==> config.mk <==
export PLATFORM = sky130hd
export DESIGN_NAME = lsu_master
export DESIGN_NICKNAME = d
export VERILOG_FILES = /design/src/rtl/lsu_pkg.sv /design/src/rtl/lsu_ext.sv /design/src/rtl/lsu_master.sv
export SDC_FILE = /design/constraint.sdc
export NUM_CORES = 1
export LEC_CHECK = 0
export CAP_MARGIN = 25
export CORE_MARGIN = 2
export CORE_UTILIZATION = 35
export CTS_BUF_LIST = sky130_fd_sc_hd__clkbuf_16
export DETAILED_ROUTE_END_ITERATION = 7
export GPL_TIMING_DRIVEN = 0
export HOLD_SLACK_MARGIN = 0.1
export PLACE_DENSITY = 0.75
export SLEW_MARGIN = 15
export SYNTH_ARGS = -nofsm -noshare
export SYNTH_HDL_FRONTEND = slang
export SYNTH_SLANG_ARGS = --single-unit
==> constraint.sdc <==
create_clock -name clk -period 4.9 [get_ports clk]
set_input_delay 0.98 -clock clk [delete_from_list [all_inputs] [get_ports clk]]
set_output_delay 0.98 -clock clk [all_outputs]
set_load 0.01 [all_outputs]
==> src/rtl/lsu_pkg.sv <==
`default_nettype none
// ============================================================================
// Module   : lsu_pkg
// Purpose  : Shared definitions for the load/store master: access-mode codes,
//            FSM state encoding and a mode-legality helper.
// Ports    : none (package)
// Revision : 1.0 - initial release
// ============================================================================
package lsu_pkg;

  // Access-mode codes presented on op_mode
  localparam logic [3:0] MODE_W  = 4'd0;  // word
  localparam logic [3:0] MODE_B  = 4'd1;  // byte, sign-extended
  localparam logic [3:0] MODE_H  = 4'd2;  // half, sign-extended
  localparam logic [3:0] MODE_BU = 4'd3;  // byte, zero-extended
  localparam logic [3:0] MODE_HU = 4'd4;  // half, zero-extended

  typedef enum logic [1:0] {
    IDLE = 2'd0,
    REQ  = 2'd1,
    DONE = 2'd2
  } state_e;

  // Stores only know word/byte/half; loads additionally have the unsigned forms.
  function automatic logic mode_legal(input logic write, input logic [3:0] mode);
    if (write) begin
      return (mode == MODE_W) || (mode == MODE_B) || (mode == MODE_H);
    end
    return (mode <= MODE_HU);
  endfunction

endpackage
`default_nettype wire

==> src/rtl/lsu_ext.sv <==
`default_nettype none
// ============================================================================
// Module   : lsu_ext
// Purpose  : Load-data lane selection and sign/zero extension (combinational).
// Ports    : word [31:0]  - raw read word from memory
//            mode [3:0]   - access mode (lsu_pkg MODE_*)
//            addr [1:0]   - low byte-address bits of the access
//            data [31:0]  - extended load result (0 for unknown modes)
// Revision : 1.0 - initial release
// ============================================================================
module lsu_ext
  import lsu_pkg::*;
(
  input  logic [31:0] word,
  input  logic [3:0]  mode,
  input  logic [1:0]  addr,
  output logic [31:0] data
);

  logic [7:0]  byte_sel;
  logic [15:0] half_sel;

  always_comb begin
    case (addr)
      2'd0:    byte_sel = word[7:0];
      2'd1:    byte_sel = word[15:8];
      2'd2:    byte_sel = word[23:16];
      default: byte_sel = word[31:24];
    endcase

    // addr[0] is deliberately ignored for halves: a misaligned half reads the
    // half that contains it.
    half_sel = addr[1] ? word[31:16] : word[15:0];

    case (mode)
      MODE_W:  data = word;
      MODE_B:  data = {{24{byte_sel[7]}}, byte_sel};
      MODE_H:  data = {{16{half_sel[15]}}, half_sel};
      MODE_BU: data = {24'h0, byte_sel};
      MODE_HU: data = {16'h0, half_sel};
      default: data = 32'h0;
    endcase
  end

endmodule
`default_nettype wire

==> src/rtl/lsu_master.sv <==
`default_nettype none
// ============================================================================
// Module   : lsu_master
// Purpose  : Single-outstanding load/store unit. Captures one pipeline memory
//            op, issues one lane-aligned memory request, waits for mem_ack and
//            returns the extended load data for one cycle.
// Ports    : clk, reset (async, active high)
//            op_valid/op_write/op_mode/op_addr/op_wdata/op_pc - pipeline op
//            stall                  - hold the pipeline
//            ld_valid/ld_data/exc   - completion (valid in DONE only)
//            mem_req/mem_we/mem_be/mem_addr/mem_wdata - memory request
//            mem_ack/mem_rdata      - memory response
// Config   : define LSU_ADDR_EXC_EN to enable alignment / range exceptions
//            (addresses above ADDR_LIMIT raise exc instead of being issued).
// Revision : 1.0 - initial release
// ============================================================================
module lsu_master
  import lsu_pkg::*;
#(
  parameter logic [31:0] ADDR_LIMIT = 32'h0000_2FFF
) (
  input  logic        clk,
  input  logic        reset,
  input  logic        op_valid,
  input  logic        op_write,
  input  logic [3:0]  op_mode,
  input  logic [31:0] op_addr,
  input  logic [31:0] op_wdata,
  input  logic [31:0] op_pc,
  output logic        stall,
  output logic        ld_valid,
  output logic [31:0] ld_data,
  output logic        exc,
  output logic        mem_req,
  output logic        mem_we,
  output logic [3:0]  mem_be,
  output logic [31:0] mem_addr,
  output logic [31:0] mem_wdata,
  input  logic        mem_ack,
  input  logic [31:0] mem_rdata
);

  state_e      state_q,    state_d;
  logic        write_q,    write_d;
  logic [3:0]  mode_q,     mode_d;
  logic [31:0] addr_q,     addr_d;
  logic [31:0] wdata_q,    wdata_d;
  logic [31:0] pc_q,       pc_d;      // held with the op for exception reporting
  logic        ld_valid_q, ld_valid_d;
  logic        exc_q,      exc_d;
  logic [31:0] ld_data_q,  ld_data_d;

  logic        mode_ok;
  logic        addr_exc;
  logic [31:0] ext_data;
  logic [3:0]  be_calc;
  logic [31:0] wdata_rep;

  lsu_ext u_ext (
    .word (mem_rdata),
    .mode (mode_q),
    .addr (addr_q[1:0]),
    .data (ext_data)
  );

  // Legality is judged on the incoming op so a bad op never reaches REQ.
  always_comb begin
    mode_ok = mode_legal(op_write, op_mode);
`ifdef LSU_ADDR_EXC_EN
    addr_exc = 1'b0;
    if (mode_ok) begin
      if (op_addr > ADDR_LIMIT) addr_exc = 1'b1;
      if (((op_mode == MODE_H) || (op_mode == MODE_HU)) && op_addr[0]) addr_exc = 1'b1;
      if ((op_mode == MODE_W) && (op_addr[1:0] != 2'b00)) addr_exc = 1'b1;
    end
`else
    addr_exc = 1'b0;
`endif
  end

  always_comb begin
    state_d    = state_q;
    write_d    = write_q;
    mode_d     = mode_q;
    addr_d     = addr_q;
    wdata_d    = wdata_q;
    pc_d       = pc_q;
    ld_valid_d = 1'b0;
    exc_d      = 1'b0;
    ld_data_d  = ld_data_q;

    case (state_q)
      IDLE: begin
        if (op_valid) begin
          write_d = op_write;
          mode_d  = op_mode;
          addr_d  = op_addr;
          wdata_d = op_wdata;
          pc_d    = op_pc;
          if (!mode_ok || addr_exc) begin
            // Skipped op completes without touching memory.
            state_d    = DONE;
            ld_valid_d = !op_write && !addr_exc;
            exc_d      = addr_exc;
            ld_data_d  = 32'h0;
          end else begin
            state_d = REQ;
          end
        end
      end
      REQ: begin
        if (mem_ack) begin
          state_d    = DONE;
          ld_valid_d = !write_q;
          if (!write_q) ld_data_d = ext_data;
        end
      end
      DONE:    state_d = IDLE;
      default: state_d = IDLE;
    endcase
  end

  always_ff @(posedge clk or posedge reset) begin
    if (reset) begin
      state_q    <= IDLE;
      write_q    <= 1'b0;
      mode_q     <= 4'h0;
      addr_q     <= 32'h0;
      wdata_q    <= 32'h0;
      pc_q       <= 32'h0;
      ld_valid_q <= 1'b0;
      exc_q      <= 1'b0;
      ld_data_q  <= 32'h0;
    end else begin
      state_q    <= state_d;
      write_q    <= write_d;
      mode_q     <= mode_d;
      addr_q     <= addr_d;
      wdata_q    <= wdata_d;
      pc_q       <= pc_d;
      ld_valid_q <= ld_valid_d;
      exc_q      <= exc_d;
      ld_data_q  <= ld_data_d;
    end
  end

  // Byte enables and lane replication from the captured op.
  always_comb begin
    be_calc   = 4'hF;
    wdata_rep = wdata_q;
    if (write_q) begin
      case (mode_q)
        MODE_B: begin
          be_calc   = 4'b0001 << addr_q[1:0];
          wdata_rep = {4{wdata_q[7:0]}};
        end
        MODE_H: begin
          be_calc   = addr_q[1] ? 4'b1100 : 4'b0011;
          wdata_rep = {2{wdata_q[15:0]}};
        end
        default: begin
          be_calc   = 4'hF;
          wdata_rep = wdata_q;
        end
      endcase
    end
  end

  // Memory outputs derive only from flops, so they are stable through REQ and
  // drop the instant reset forces the state back to IDLE.
  assign mem_req   = (state_q == REQ);
  assign mem_we    = mem_req && write_q;
  assign mem_be    = mem_req ? be_calc : 4'h0;
  assign mem_addr  = {addr_q[31:2], 2'b00};
  assign mem_wdata = wdata_rep;

  assign stall     = op_valid && (state_q != DONE);
  assign ld_valid  = ld_valid_q;
  assign exc       = exc_q;
  assign ld_data   = ld_data_q;

endmodule
`default_nettype wire
==> results of run 1 <==
-- where the power goes --
part / switching, mW / internal [mW]
clock network: 0.318 / 0.388
registers: 0.112 / 1.02
logic: 0.650 / 0.738
total: 1.08 / 2.15
-- stage by stage --
stage / cells / util, % / setup slack (ns) / total power [mW]
6_report: 1002 / 53.0 / 1.01 / 3.23
5_1_grt: 1002 / 53.0 / 0.808 / 3.43
4_1_cts: 1002 / 53.0 / 0.940 / 3.26
3_5_place_dp: 986 / 51.2 / 1.34 / 2.54
3_3_place_gp: 985 / 51.0 / -0.542 / 2.52
2_1_floorplan: 591 / - / 1.19 / 1.91
-- worst min path at each step --
stage | startpoint | end | slack, ns | cells after the start
global route | wdata_q[17]$_DFFE_PP0P_ | wdata_q[17]$_DFFE_PP0P_ | 0.50 | 2
global placement | wdata_q[16]$_DFFE_PP0P_ | wdata_q[16]$_DFFE_PP0P_ | 0.45 | 2
finish | addr_q[24]$_DFFE_PP0P_ | addr_q[24]$_DFFE_PP0P_ | 0.47 | 2
floorplan | wdata_q[16]$_DFFE_PP0P_ | wdata_q[16]$_DFFE_PP0P_ | 0.44 | 2
detailed placement | wdata_q[18]$_DFFE_PP0P_ | wdata_q[18]$_DFFE_PP0P_ | 0.46 | 2
CTS | wdata_q[18]$_DFFE_PP0P_ | wdata_q[18]$_DFFE_PP0P_ | 0.48 | 2
-- critical path, delay by kind of cell, from the launching register on --
family | cells | cell delay [ns]
AND/OR/NAND/NOR | 3 | 0.39
flip-flops | 1 | 0.35
buffers and inverters | 4 | 1.34
AO/OA/AOI/OAI | 1 | 0.49
-- area by class of cell --
| class | instances | area, sq um |
|---|---|---|
| Sequential cell | 104 | 2600 |
| Clock inverter | 7 | 55.1 |
| Clock buffer | 9 | 225 |
| Buffer | 82 | 509 |
| Inverter | 6 | 27.5 |
| Multi-Input combinational cell | 399 | 2290 |
| Timing Repair Buffer | 207 | 2090 |
| Tap cell | 188 | 235 |
| Fill cell | 1410 | 7110 |
-- state kept, by name, indices dropped and copies added (netlist names) --
signal / cells
write_q: 1
ld_valid: 1
mode_q: 4
addr_q: 32
ld_data: 32
state_q: 2
wdata_q: 32
-- routing by layer --
metal / vias up / wire [microns] / GRT usage, %
met3: 21 / 1570 / 7.11
li1: 2393 / - / -
met4: 0 / 325 / 6.33
met1: 2349 / 7190 / 26.2
met5: - / 0 / 0
met2: 188 / 7780 / 32.7
-- Yosys cell counts (2+ instances only) --
| cell | n |
|---|---|
| nand2_1 | 239 |
| dfrtp_1 | 104 |
| buf_4 | 45 |
| a22o_1 | 32 |
| clkbuf_1 | 24 |
| o2bb2ai_1 | 18 |
| mux2_2 | 17 |
| mux2i_1 | 16 |
| a221oi_1 | 15 |
| o21ai_0 | 9 |
| o22ai_1 | 8 |
| buf_2 | 7 |
| a21oi_1 | 6 |
| inv_1 | 5 |
| nor2_1 | 5 |
| buf_6 | 3 |
| buf_1 | 2 |
| nand2_2 | 2 |
| nor4b_4 | 2 |
| o21a_1 | 2 |
| or4b_1 | 2 |
-- kinds of logic (layout without fill, tap and decap cells) --
kind of cell / Yosys count / in the layout / synth area share (%)
xor gates and xnor gates: 1 / 1 / 0.162
and+or+nand+nor: 263 / 263 / 20.6
buffers and inverters: 88 / 311 / 9.82
AOI/OAI and AO/OA: 98 / 98 / 14.4
DFF: 104 / 104 / 48.1
muxes: 34 / 34 / 6.91
other: 1 / 3 / 0.0692
==> impl_metrics.csv, run 1 <==
group,metric,value,unit
run_status,status,"finished clean",
timing,hold_viol,0,
floorplanning,start_util,35.8,%
worst_hold_path,hp-class,"reg -> reg",
place,finalWeightedCongestion,0.851,
timing,rsz0062_at_grt,"no",
power,p_leak,3.74,nW
finish,layout_common_cells,"239 x nand2_1, 206 x clkdlybuf4s50_1, 104 x dfrtp_1, 45 x buf_4, 32 x a22o_1",
timing,finalSetupTns,0,ns
critical_path,crit_required,3.92,ns
critical_path,endpoint,"mem_be[0]",
timing,finalCritPeriodShare,79.4,%
route,via_per_inst,4.94,
timing,hold_ws,0.475,ns
synthesis,synthFlopType,"dfrtp_1",
timing,tightest_slew,1.06,ns
route,drc,0,
clock_tree,postCtsHoldBufs,0,
floorplanning,dieHeight,128,microns
floorplanning,num_rows,45,
global_route,grt_usage,20.5,%
floorplanning,fp.dieW,128,microns
run,drv_cap,0,
critical_path,crit_type,"reg -> out",
clock_tree,numCtsBuffers,9,
finish,diodes,0,
route,wire_per_inst,16.8,microns
critical_path,crit_path_end_kind,"output port",
clock_tree,root_buffer,"clkbuf_16",
synthesis,synth_top_area_share,48.1,%
place,hpwl,12400,microns
place,dpl-instance-area,7750,sq um
floorplanning,coreArea,15100,sq um
clock_tree,clock-sinks,104,
critical_path,reg2reg_to,"ld_data[18]$_DFFE_PP0P_",
synthesis,netlist_area,5420,sq um
route,vias,4951,
global_route,grt_max_degree,61,
power,power_density,402,nW/um^2
critical_path,crit_chain,"buf_2, nor4b_4, buf_4, o21ai_2, buf_2, nor2_1, nor2_1, clkdlybuf4s50_1",
critical_path,cp_max_fo,10,
finish,fin_nets,946,
synthesis,synth_cell_types,47,
finish,layout-drive-gt1-share,12.3,%
power,ir_worst_vdd,0.192,mV
timing,final-setup-viol-count,0,
synthesis,syn_inst,589,
clock_tree,cts_resized,0,
timing,finalCriticalPeriod,3.89,ns
timing,max_freq,0.257,GHz
synthesis,ys_async_sr_fraction,100,%
route,wirelength,16900,microns
critical_path,r2r-start,"state_q[0]$_DFFE_PP0P_",
global_route,grt_pass1_vias,4794,
synthesis,synth_area_leaders,"dfrtp_1 48%, nand2_1 17%, buf_4 6.2%",
synthesis,synth_edf_count,0,
global_route,overflow,0,
critical_path,crit_slowest_cell,"clkdlybuf4s50_1",
clock_tree,clock_latency,0.34,ns
clock_tree,clk_path_buf_depth,2,
floorplanning,die-area,16500,sq um
synthesis,yosysWarnings,0,
critical_path,reg2reg_slack,2.74,ns
critical_path,crit_path_start,"mode_q[1]$_DFFE_PP0P_",
synthesis,syn_area_per_cell,9.19,sq um
finish,layout_commonest_cell,"nand2_1",
route,drtAntennaViolNets,0,
critical_path,cp.arrival,2.91,ns
synthesis,ys_seq_elements,104,
route,first_pass_iters,4,
timing,relSlewSlack,28.4,%
timing,slew_violations,0,
synthesis,synth_seq_area_share,48.1,%
global_route,grt_pass1_wl,26000,microns
finish,area_growth,48.3,%
clock_tree,cts_tree,"yes",
timing,skew,0.00507,ns
critical_path,slowest_delay,0.61,ns
global_route,antenna_found_initial,0,
synthesis,yosysTopAreaCell,"dfrtp_1",
clock_tree,path_clk_slew,0.07,ns
floorplanning,pin_count,242,
clock_tree,htree_levels,3,
clock_tree,postCtsSetupBuffers,0,
place,port_buffers,206,
critical_path,cp-start-kind,"flop",
critical_path,r2r.worst_path.cells,3,
finish,fin_area,8030,sq um
route,drtIter0Drc,322,
Note: power is estimated with default switching activity, not from simulation.
==> inputs of run 2 (changes only) <==
Clock period 4.9 ns to 3.7 ns, I/O delays scaled along.
==> run 2 against run 1 <==
Global-route usage about the same. Critical path depth decreased by 2. Clock power increased by 33%. Cell count unchanged. Largest cell class unchanged. Largest power group unchanged. Highest routed layer unchanged.
==> impl_metrics.csv, run 2 (same netlist as run 1, synthesis figures left out) <==
group,metric,value,unit
place,dp_slack,0.378,ns
timing,max_freq,0.284,GHz
finish,layout_commonest_cell,"nand2_1",
clock_tree,htree_levels,3,
route,wire_per_inst,16.8,microns
power,power_frac_clock,21.9,%
run_status,status,"finished clean",
timing,final-setup-viol-count,0,
power,power_density,533,nW/um^2
worst_hold_path,hp-class,"reg -> reg",
timing,tightest_slew,1.01,ns
global_route,antenna_found_initial,0,
clock_tree,numCtsBuffers,9,
finish,diodes,0,
power,p_sw_share,33.5,%
critical_path,crit_slowest_cell,"clkdlybuf4s50_1",
critical_path,cp_max_fo,10,
timing,fin_ws,0.181,ns
finish,area_growth,48.5,%
route,drtAntennaViolNets,0,
power,internal_power,2.85,mW
global_route,grt_max_degree,61,
critical_path,path_common_cell,"a22o_1",
timing,finalCriticalPeriod,3.52,ns
floorplanning,pin_count,242,
floorplanning,die-area,16500,sq um
power,combPwrFrac,43.0,%
clock_tree,postCtsSetupBuffers,0,
finish,final_util,53.1,%
critical_path,crit_path_end_kind,"output port",
timing,relSlewSlack,31.3,%
route,via_per_inst,4.95,
timing,rsz0062_at_grt,"no",
route,first_pass_iters,4,
timing,hold_viol,0,
place,port_buffers,206,
global_route,grt_usage,20.5,%
clock_tree,cts_tree,"yes",
floorplanning,fp.dieW,128,microns
place,finalWeightedCongestion,0.851,
clock_tree,clk_path_buf_depth,2,
finish,layout-drive-gt1-share,12.3,%
critical_path,crit_required,2.96,ns
timing,finalCritPeriodShare,95.1,%
finish,regArea,2600,sq um
power,switching_power,1.44,mW
route,wirelength,16900,microns
clock_tree,root_buffer,"clkbuf_16",
power,ir_worst_vdd,0.255,mV
critical_path,cp.arrival,2.78,ns
clock_tree,clock_latency,0.35,ns
critical_path,critPathBufInv,3,
timing,slew_violations,0,
critical_path,crit_chain,"buf_2, nor4b_4, clkbuf_1, a22o_1, a22o_1, clkdlybuf4s50_1",
route,drtIter0Drc,350,
clock_tree,clock-sinks,104,
floorplanning,start_util,35.8,%
place,hpwl,12400,microns
critical_path,cp_top_family,"buffers and inverters",
finish,multiInputGateArea,2300,sq um
critical_path,slowest_delay,0.58,ns
finish,num-fill-cells,1413,
finish,fin_nets,946,
floorplanning,dieHeight,128,microns
finish,layout_common_cells,"239 x nand2_1, 206 x clkdlybuf4s50_1, 104 x dfrtp_1, 45 x buf_4, 32 x a22o_1",
clock_tree,path_clk_slew,0.07,ns
run,drv_cap,0,
power,p_leak,3.75,nW
global_route,grt_pass1_vias,4801,
floorplanning,num_rows,45,
global_route,grt_pass1_wl,26000,microns
floorplanning,coreArea,15100,sq um
global_route,overflow,0,
power,seqPwrFrac,35.1,%
route,drc,0,
route,vias,4957,
timing,skew,0.00501,ns
critical_path,crit_type,"reg -> out",
critical_path,cp-start-kind,"flop",
-- run 2: worst reg2reg max path, stage by stage, from the launching register on --
cell and delay (ns):
dfrtp_1 0.42, o311ai_1 0.89, clkbuf_1 0.51, a22o_1 0.24
-- run 2: stage by stage --
step	power (mW)	hold WS (ns)	setup TNS [ns]	instances	area [sq um]
2_1_floorplan	2.53	0.440	0	591	5420
6_report	4.28	0.475	0	1002	8040
3_5_place_dp	3.37	0.461	0	986	7750
3_3_place_gp	3.34	0.455	-155.36	985	7720
4_1_cts	4.32	0.478	0	1002	8040
5_1_grt	4.55	0.502	0	1002	8040
-- run 2: power by group through the flow --
stage | clock network [mW] | logic (mW) | registers [mW]
floorplan | 0 | 1.04 | 1.49
global placement | 0 | 1.83 | 1.52
detailed placement | 0 | 1.84 | 1.53
CTS | 0.956 | 1.86 | 1.51
global route | 1.01 | 2.00 | 1.53
finish | 0.939 | 1.84 | 1.50
-- run 2: repair_timing --
item | in CTS | in global routing
setup endpoints to repair | 1 | 0
hold buffers | 0 | 0
hold endpoints to repair | 0 | 0
resized for setup | 1 | 0
-- run 2: layout make-up --
class,instances,area share (%)
repair buffers,207,26.0
well taps,188,2.93
inverters,6,0.342
multi-input cells,399,28.6
flip-flops and latches,104,32.4
clock inverters,7,0.685
clock buffers,9,2.80
plain buffers,82,6.33
-- run 2: final timing paths --
path	from	to	slack, ns	cells past startpoint
min in group asynchronous	reset	ld_data[21]$_DFFE_PP0P_	0.85	2
hold / removal	addr_q[24]$_DFFE_PP0P_	addr_q[24]$_DFFE_PP0P_	0.47	2
max in group asynchronous	reset	wdata_q[29]$_DFFE_PP0P_	2.21	3
setup reg to reg	state_q[0]$_DFFE_PP0P_	ld_data[18]$_DFFE_PP0P_	1.58	3
setup / recovery	mode_q[1]$_DFFE_PP0P_	mem_wdata[25]	0.18	6
hold reg to reg	addr_q[24]$_DFFE_PP0P_	addr_q[24]$_DFFE_PP0P_	0.47	2
-- run 2: routing by layer --
layer	routed length [microns]	global-route usage, %
met5	0	0
met4	311	6.33
met3	1530	7.11
met2	7760	32.7
met1	7250	26.3
